**src/rtl/halfband_fir_tdm_if.sv**
```systemverilog
// rtl/halfband_fir_tdm_if.sv - sample, coefficient and result signals of the TDM halfband FIR
interface halfband_fir_tdm_if #(
    parameter int WIDTH      = 18,
    parameter int COEF_WIDTH = 18,
    parameter int NUM_UNIQUE = 4
);
    localparam int AW = $clog2(NUM_UNIQUE);

    logic                         sam_clk_en;
    logic signed [WIDTH-1:0]      x_in;
    logic                         coef_we;
    logic        [AW-1:0]         coef_addr;
    logic signed [COEF_WIDTH-1:0] coef_wdata;
    logic signed [WIDTH-1:0]      y;
    logic                         y_valid;
    logic                         busy;
    logic                         overrun;
    logic                         sat;

    modport master (
        output sam_clk_en, x_in, coef_we, coef_addr, coef_wdata,
        input  y, y_valid, busy, overrun, sat
    );

    modport slave (
        input  sam_clk_en, x_in, coef_we, coef_addr, coef_wdata,
        output y, y_valid, busy, overrun, sat
    );
endinterface

```
**src/rtl/halfband_fir_tdm.sv**
```systemverilog
// rtl/halfband_fir_tdm.sv - time-multiplexed symmetric halfband FIR, one shared multiplier (optional HBF_ROUND_EN: round half up)
module halfband_fir_tdm #(
    parameter int WIDTH        = 18,
    parameter int COEF_WIDTH   = 18,
    parameter int NUM_UNIQUE   = 4,
    parameter int CENTER_SHIFT = 1
) (
    input  logic             sys_clk,
    input  logic             reset_n,
    halfband_fir_tdm_if.slave bus
);
    localparam int LENGTH = 4 * NUM_UNIQUE - 1;
    localparam int CENTRE = (LENGTH - 1) / 2;
    localparam int AW     = $clog2(NUM_UNIQUE);
    localparam int PROD_W = WIDTH + COEF_WIDTH;
    localparam int ACC_W  = WIDTH + COEF_WIDTH + AW + 1;

    localparam logic [1:0] S_IDLE   = 2'd0;
    localparam logic [1:0] S_PREADD = 2'd1;
    localparam logic [1:0] S_MAC    = 2'd2;
    localparam logic [1:0] S_OUT    = 2'd3;

    localparam logic [AW-1:0] CNT_LAST = AW'(NUM_UNIQUE - 1);
    localparam logic [AW:0]   NU_L     = (AW + 1)'(NUM_UNIQUE);

    // Output clip limits expressed at accumulator width so the comparison is exact
    localparam logic signed [ACC_W-1:0] Y_MAX = {{(ACC_W - WIDTH + 1){1'b0}}, {(WIDTH - 1){1'b1}}};
    localparam logic signed [ACC_W-1:0] Y_MIN = {{(ACC_W - WIDTH + 1){1'b1}}, {(WIDTH - 1){1'b0}}};

`ifdef HBF_ROUND_EN
    // Half an output LSB: output LSB sits at bit COEF_WIDTH-1 of the sum
    localparam logic signed [ACC_W-1:0] RND = ACC_W'(1) << (COEF_WIDTH - 2);
`endif

    logic [1:0]                   state;
    logic signed [WIDTH-1:0]      dline [LENGTH];
    logic signed [WIDTH-1:0]      pre   [NUM_UNIQUE];
    logic signed [WIDTH-1:0]      centre;
    logic signed [COEF_WIDTH-1:0] coef  [NUM_UNIQUE];
    logic        [AW-1:0]         cnt;
    logic signed [ACC_W-1:0]      acc;

    logic signed [WIDTH-1:0]      y_r;
    logic                         y_valid_r;
    logic                         overrun_r;
    logic                         sat_r;

    logic signed [PROD_W-1:0]     prod;
    logic signed [ACC_W-1:0]      prod_ext;
    logic signed [ACC_W-1:0]      centre_term;
    logic signed [ACC_W-1:0]      sum;
    logic signed [ACC_W-1:0]      rounded;
    logic signed [ACC_W-1:0]      shifted;
    logic signed [WIDTH-1:0]      y_next;
    logic                         sat_next;
    logic                         coef_addr_ok;

    assign bus.y       = y_r;
    assign bus.y_valid = y_valid_r;
    assign bus.overrun = overrun_r;
    assign bus.sat     = sat_r;
    assign bus.busy    = (state != S_IDLE);

    assign coef_addr_ok = ({1'b0, bus.coef_addr} < NU_L);

    // The single shared multiplier: one coefficient times one pre-added pair per MAC cycle
    assign prod     = coef[cnt] * pre[cnt];
    assign prod_ext = {{(ACC_W - PROD_W){prod[PROD_W-1]}}, prod};

    // Centre tap is a power of two, so it enters the sum as a shifted sample
    assign centre_term = {{(ACC_W - WIDTH){centre[WIDTH-1]}}, centre} <<< (COEF_WIDTH - CENTER_SHIFT);
    assign sum         = acc + centre_term;

`ifdef HBF_ROUND_EN
    assign rounded = sum + RND;
`else
    assign rounded = sum;
`endif

    assign shifted = rounded >>> (COEF_WIDTH - 1);

    // Clip the rescaled sum to the output range and flag when clipping happened
    always_comb begin
        y_next   = shifted[WIDTH-1:0];
        sat_next = 1'b0;
        if (shifted > Y_MAX) begin
            y_next   = Y_MAX[WIDTH-1:0];
            sat_next = 1'b1;
        end else if (shifted < Y_MIN) begin
            y_next   = Y_MIN[WIDTH-1:0];
            sat_next = 1'b1;
        end
    end

    // Sequencer: accept a sample, pre-add symmetric pairs, multiply-accumulate, then emit
    always_ff @(posedge sys_clk) begin
        if (!reset_n) begin
            state     <= S_IDLE;
            cnt       <= '0;
            acc       <= '0;
            centre    <= '0;
            y_r       <= '0;
            y_valid_r <= 1'b0;
            overrun_r <= 1'b0;
            sat_r     <= 1'b0;
            for (int i = 0; i < LENGTH; i++) begin
                dline[i] <= '0;
            end
            for (int k = 0; k < NUM_UNIQUE; k++) begin
                pre[k] <= '0;
            end
        end else begin
            y_valid_r <= 1'b0;
            sat_r     <= 1'b0;
            // A strobe while a sample is in flight is dropped and reported
            overrun_r <= bus.sam_clk_en && (state != S_IDLE);
            case (state)
                S_IDLE: begin
                    if (bus.sam_clk_en) begin
                        dline[0] <= bus.x_in >>> 1;
                        for (int i = 1; i < LENGTH; i++) begin
                            dline[i] <= dline[i-1];
                        end
                        state <= S_PREADD;
                    end
                end
                S_PREADD: begin
                    // Halved samples keep the pair sum inside WIDTH bits
                    for (int k = 0; k < NUM_UNIQUE; k++) begin
                        pre[k] <= dline[2*k] + dline[LENGTH-1-2*k];
                    end
                    centre <= dline[CENTRE];
                    cnt    <= '0;
                    state  <= S_MAC;
                end
                S_MAC: begin
                    if (cnt == '0) begin
                        acc <= prod_ext;
                    end else begin
                        acc <= acc + prod_ext;
                    end
                    if (cnt == CNT_LAST) begin
                        state <= S_OUT;
                    end else begin
                        cnt <= cnt + 1'b1;
                    end
                end
                S_OUT: begin
                    y_r       <= y_next;
                    y_valid_r <= 1'b1;
                    sat_r     <= sat_next;
                    state     <= S_IDLE;
                end
                default: state <= S_IDLE;
            endcase
        end
    end

    // Coefficient bank survives reset; writes land only between samples
    always_ff @(posedge sys_clk) begin
        if (reset_n && bus.coef_we && (state == S_IDLE) && coef_addr_ok) begin
            coef[bus.coef_addr] <= bus.coef_wdata;
        end
    end
endmodule

```
**src/flat_wrapper.sv**
```systemverilog
// flat-port wrapper written by rule: the top's interface ports become plain ports
module halfband_fir_tdm_flat 
#(
    parameter int WIDTH        = 18,
    parameter int COEF_WIDTH   = 18,
    parameter int NUM_UNIQUE   = 4,
    parameter int CENTER_SHIFT = 1
)
  (sys_clk, reset_n, bus_sam_clk_en, bus_x_in, bus_coef_we, bus_coef_addr, bus_coef_wdata, bus_y, bus_y_valid, bus_busy, bus_overrun, bus_sat);
  halfband_fir_tdm_if #(.WIDTH(WIDTH), .COEF_WIDTH(COEF_WIDTH), .NUM_UNIQUE(NUM_UNIQUE)) bus_i ();
  input  logic sys_clk;
  input  logic reset_n;
  input wire logic [$bits(bus_i.sam_clk_en)-1:0] bus_sam_clk_en;
  input wire logic [$bits(bus_i.x_in)-1:0] bus_x_in;
  input wire logic [$bits(bus_i.coef_we)-1:0] bus_coef_we;
  input wire logic [$bits(bus_i.coef_addr)-1:0] bus_coef_addr;
  input wire logic [$bits(bus_i.coef_wdata)-1:0] bus_coef_wdata;
  output wire logic [$bits(bus_i.y)-1:0] bus_y;
  output wire logic [$bits(bus_i.y_valid)-1:0] bus_y_valid;
  output wire logic [$bits(bus_i.busy)-1:0] bus_busy;
  output wire logic [$bits(bus_i.overrun)-1:0] bus_overrun;
  output wire logic [$bits(bus_i.sat)-1:0] bus_sat;
  assign bus_i.sam_clk_en = bus_sam_clk_en;
  assign bus_i.x_in = bus_x_in;
  assign bus_i.coef_we = bus_coef_we;
  assign bus_i.coef_addr = bus_coef_addr;
  assign bus_i.coef_wdata = bus_coef_wdata;
  assign bus_y = bus_i.y;
  assign bus_y_valid = bus_i.y_valid;
  assign bus_busy = bus_i.busy;
  assign bus_overrun = bus_i.overrun;
  assign bus_sat = bus_i.sat;
  halfband_fir_tdm #(.WIDTH(WIDTH), .COEF_WIDTH(COEF_WIDTH), .NUM_UNIQUE(NUM_UNIQUE), .CENTER_SHIFT(CENTER_SHIFT)) u_core (.sys_clk(sys_clk), .reset_n(reset_n), .bus(bus_i));
endmodule
```
**config.mk**
```make
export PLATFORM = sky130hd
export DESIGN_NAME = halfband_fir_tdm_flat
export DESIGN_NICKNAME = d
export VERILOG_FILES = /design/src/rtl/halfband_fir_tdm_if.sv /design/src/rtl/halfband_fir_tdm.sv /design/src/flat_wrapper.sv
export SDC_FILE = /design/constraint.sdc
export NUM_CORES = 2
export LEC_CHECK = 0
export ABC_AREA = 1
export CAP_MARGIN = 40
export CORE_MARGIN = 2
export CORE_UTILIZATION = 50
export DETAILED_ROUTE_END_ITERATION = 10
export GPL_TIMING_DRIVEN = 1
export HOLD_SLACK_MARGIN = 0.06
export PLACE_DENSITY = 0.66
export SLEW_MARGIN = 20
export SYNTH_ARGS = -nofsm -noshare
export SYNTH_HDL_FRONTEND = slang
export SYNTH_SLANG_ARGS = --single-unit
export TNS_END_PERCENT = 100
```
**constraint.sdc**
```tcl
create_clock -name sys_clk -period 55 [get_ports sys_clk]
set_input_delay 13.75 -clock sys_clk [delete_from_list [all_inputs] [get_ports sys_clk]]
set_output_delay 13.75 -clock sys_clk [all_outputs]
set_load 0.01 [all_outputs]
```
=== Word-level counts from Yosys, hierarchy flattened ===
Memory sizes are Yosys's and may differ from the RTL's. A register that Yosys moved wholly into a read port is not among the register bits.
Cells that the tools add are included.

* Register bits after elaboration: 82
* Latch bits: 0
* Memory bits (writable): 414
* ROM bits: 0
* Bits of input ports: 42
* Output and inout port bits: 22
* Word-level logic and storage cells: 101
* Memories kept: 3

* $add $sub $neg: 7
* Multiply operators: 1
* Div/mod/pow operators: 0
* $lt $le $gt $ge: 2
* Equality and inequality tests: 7
* Shift operators: 0
* Mux-type cells: 44
* Bitwise logic cells: 19
* Reductions and logical operators: 10

{| class="wikitable"
|+ Memories
! name !! words !! bits a word !! rd ports !! clocked after memory_dff !! wr ports !! RTL line !! text
|-
| u_core.dline || 15 || 18 || 15 || 0 || 15 || halfband_fir_tdm.sv:36 || <nowiki>logic signed [WIDTH-1:0] dline [LENGTH];</nowiki>
|-
| u_core.coef || 4 || 18 || 1 || 1 || 1 || halfband_fir_tdm.sv:39 || <nowiki>logic signed [COEF_WIDTH-1:0] coef [NUM_UNIQUE];</nowiki>
|-
| u_core.pre || 4 || 18 || 1 || 1 || 4 || halfband_fir_tdm.sv:37 || <nowiki>logic signed [WIDTH-1:0] pre [NUM_UNIQUE];</nowiki>
|}

{| class="wikitable"
|+ Operators with widths
! operator !! count
|-
| $mux W18 || 21
|-
| $add A18 B18 Y18 || 4
|-
| $add A39 B35 Y39 || 1
|-
| $add A39 B36 Y39 || 1
|-
| $mux W39 || 1
|-
| $mul A18 B18 Y36 || 1
|-
| $gt A22 B18 Y1 const B || 1
|-
| $lt A22 B18 Y1 const B || 1
|-
| $or A1 B1 Y1 || 19
|-
| $mux W2 || 7
|-
| $mux W1 || 13
|-
| $pmux W2 S4 || 1
|-
| $eq A2 B2 Y1 const B || 3
|-
| $reduce_and A2 Y1 || 3
|-
| $logic_not A2 Y1 || 2
|-
| $ne A2 B2 Y1 const B || 2
|-
| $pmux W2 S2 || 1
|-
| $reduce_bool A2 Y1 || 2
|-
| $logic_and A1 B1 Y1 || 3
|-
| $add A2 B1 Y2 const B || 1
|-
| $eq A2 B1 Y1 const B || 1
|-
| $ne A2 B1 Y1 const B || 1
|}

=== Longest topological paths before layout ===
* Depth in word-level cells: 5
* Mapped depth: 46
* Mapped depth without buffers: 43

=== Least setup slack after synthesis ===
Ideal clock, no wire load.

* Kind: input to register
* Start: in bus_sam_clk_en
* End: mem u_core.dline[0][0], enable pin
* Library setup time: 1.224 ns
* Arrival: 31.534 ns
* Slack: 22.243 ns
* Cell stages on the path: 2
* Path through: inv_1 > o21ai_0

{| class="wikitable"
|+ RTL lines
! item !! RTL line !! text
|-
| from (decl) || flat_wrapper.sv:13 || <nowiki>input wire logic [$bits(bus_i.sam_clk_en)-1:0] bus_sam_clk_en;</nowiki>
|-
| to (decl) || halfband_fir_tdm.sv:36 ||
|}

==> reports/results.md <==
| Quantity | Reported | Unit |
| --- | --- | --- |
| Tcrit/Tclk final | 29.0 | % |
| Category of the critical setup timing path | primary input to register | - |
| Global-route wire length before repair | 160 | mm |
| DRC Markers | 0 | - |
| Clock-pin transition on the worst setup and hold timing paths | 0.06 | ns |
| Filler cells | 7,075 | - |
| RSZ-0062 raised after global routing | no | - |
| Mean instance size in the synthesized netlist | 8.43 | µm² |
| Crit path max fanout | 71 | - |
| Number of flops mapped to enable cells by yosys | 399 | - |
| Antenna Violating Nets Remaining | 0 | - |
| Synth Cell Area | 38,300 | µm² |
| Fraction of final layout cells with drive strength greater than 1 | 4.29 | % |
| Flip-flop and latch count after synthesis | 482 | - |
| Quantity of hold-fixing buffers added after cts | 0 | - |
| Via count of the first global-routing pass | 29,700 | - |
| Worst min-delay path category | register to register | - |
| Period minus WS final | 15.94 | ns |
| Sequential fraction of the synthesis area | 35.6 | % |
| Worst clock skew on the final layout | 0.0157 | ns |
| Overall overflow remaining after global route | 0 | - |
| Synth async-reset ratio | 0 | % |
| Area of the placeable core | 75,900 | µm² |
| PostCTS Resize Cnt | 0 | - |
| Die Y-Extent | 281 | µm |
| Maximum clock path buffer count | 3 | - |
| Standard-cell rows | 101 | - |
| Count of buffers added by post-CTS timing repair for setup | 0 | - |
| CTS tree | yes | - |
| Pre-CTS setup slack | 38.42 | ns |
| Number of distinct library cell variants in the gate-level netlist after synthesis | 49 | - |
| Nets | 5,204 | - |
| Result of the run | complete, no violations | - |
| Relative slew slack | 28.1 | % |
| Synth area leaders | edfxtp_1, fa_1, nand2_1, inv_1, ha_1 | - |
| Die area | 78,900 | µm² |
| Number of warnings issued by yosys | 0 | - |
| PnR worst setup slack | 39.06 | ns |
| N_diodes | 0 | - |
| Worst skew pair latency | 0.61 | ns |
| Reported max-cap violation count | 0 | - |
| Number of design-rule violations left by the first detailed-router iteration | 2,275 | - |
| Element type at the critical path start | primary input | - |
| GRT Overall Usage | 26.1 | % |
| Number of pins with negative max-slew slack in the final report | 0 | - |
| First-pass DRT Iterations | 6 | - |
| Number of H-tree levels | 2 | - |
| Width of the die | 281 | µm |
| Routed wirelength normalized by instance count | 17.6 | µm |
| Starting utilization of the core area | 50.5 | % |
| Initial antenna violation count | 0 | - |
| Sum of negative setup slack | 0 | ns |
| Clock buffer count from CTS | 53 | - |
| Synthesized Nets | 5,153 | - |
| Slew at the pin closest to its max-slew limit | 1.08 | ns |
| Hold wc startpoint | u_core.bus.y[17] | - |
| Portion of synthesized cell area occupied by the leading cell type | 31.3 | % |
| Pin count of the biggest net entering global routing | 186 | - |
| Required time of the critical path | 55.33 | ns |
| Most instantiated flip-flop cell in the synthesis netlist | edfxtp_1 | - |
| Count of final setup violators | 0 | - |
| Signal arrival time at the worst endpoint | 16.27 | ns |
| Layout-stage area growth over the synthesis result | 9.94 | % |
| Launch point of the critical path | bus_sam_clk_en | - |
| Wirelength, routed | 99.9 | mm |
| I/O pins | 64 | - |
| Final Hold Viols | 0 | - |
| Hpwl dp | 76.5 | mm |
| Via count | 29,900 | - |
| Clk sink count | 482 | - |
| Maximum achievable frequency | 62.7 | MHz |
| Post-synthesis instance total | 4,547 | - |
| Final estimated routing congestion in global placement | 0.953 | - |
| Root buffer cell | clkbuf_16 | - |
| Number of I/O port buffers | 62 | - |
| Nature of the critical path endpoint | register | - |
| Post-synthesis cell type with the largest combined area | edfxtp_1 | - |
| Vias per std cell | 5.27 | - |
-- state kept, by name, indices dropped and copies added, names as in the netlist, named ones only --
signal / count
u_core.centre: 17
u_core.pre: 72
u_core.bus.y_valid: 1
u_core.coef: 72
u_core.dline: 255
u_core.acc: 39
u_core.cnt: 2
u_core.bus.sat: 1
u_core.state: 2
u_core.bus.y: 18
u_core.bus.overrun: 1
-- worst paths after layout --
path                        end  slack, ns  cells past startpoint
max          u_core.dline[0][9]      39.06                      5
min            u_core.bus.y[17]       0.47                      2
max reg2reg      u_core.acc[38]      44.57                     37
min reg2reg    u_core.bus.y[17]       0.47                      2
-- per-stage QoR --
step | util, % | cell area [µm²] | hold slack (ns) | cells
floorplan | - | 38300 | 0.450 | 4547
global placement | 52.9 | 40100 | 0.459 | 5567
CTS | 55.5 | 42100 | 0.466 | 5671
finish | 55.5 | 42100 | 0.466 | 5672
global route | 55.5 | 42100 | 0.490 | 5672
detailed placement | 53.0 | 40300 | 0.457 | 5572
-- layer usage --
metal,up-vias,track usage [%],wire length [µm]
met2,820,43.9,47100
met3,205,3.19,5460
met4,0,10.3,4210
met1,14400,34.4,43100
li1,14500,-,-
met5,-,0,0
-- worst max-delay path, cell delays in order --
cell and delay [ns]:
clkdlybuf4s50_1 0.52, nand3_4 0.43, buf_4 0.67, buf_4 0.65
nor2_1 0.09
-- cell usage after synthesis, drive strengths merged (5+ instances only) --
| master | n |
|---|---|
| a21oi | 298 |
| dfxtp | 83 |
| clkbuf | 88 |
| nand3b | 10 |
| o31ai | 5 |
| xnor2 | 17 |
| o21bai | 17 |
| clkinv | 12 |
| fa | 335 |
| edfxtp | 399 |
| o21ai | 178 |
| ha | 229 |
| o211ai | 5 |
| buf | 26 |
| a31oi | 13 |
| nor3 | 35 |
| or2 | 6 |
| nor2 | 585 |
| inv | 935 |
| o21a | 12 |
| nand2 | 943 |
| xor2 | 28 |
| nand4 | 34 |
| and2 | 10 |
| nand3 | 180 |
| a21o | 12 |
| a32oi | 36 |
-- placed cells by master, fill, tap and decap left out, types with 25 or more instances in the layout --
master,synthesis,layout
nand3_1,177,176
a32oi_1,25,25
inv_1,927,926
fa_1,335,335
a21oi_1,287,287
buf_4,0,42
dfxtp_1,83,82
nand4_1,34,34
nor3_1,34,30
o21ai_0,178,177
ha_1,229,228
nor2_1,575,575
nand2_1,935,934
edfxtp_1,399,399
clkdlybuf4s50_1,0,61
xor2_1,28,28
clkbuf_16,0,55
-- final cells by class --
cell class	instances	area (µm²)	area share [%]
tap	1030	1290	3.06
timing repair buffer	110	1100	2.62
sequential	482	13600	32.4
clock buffer	64	1440	3.42
clock inverter	35	409	0.971
multi-input combinational	3004	20700	49.1
inverter	947	3550	8.43
-- logic make-up (layout without fill, tap and decap cells) --
group / Yosys count / after routing / synth area share (%)
buf+inv: 1061 / 1156 / 10.5
compound gates: 586 / 586 / 8.80
fa+ha+maj: 564 / 564 / 25.0
flops: 482 / 482 / 35.6
simple gates: 1809 / 1809 / 19.1
xor+xnor: 45 / 45 / 1.03
Power is not shown: default switching activity piles up to over one toggle a cycle in this logic, so the estimate is an artifact.
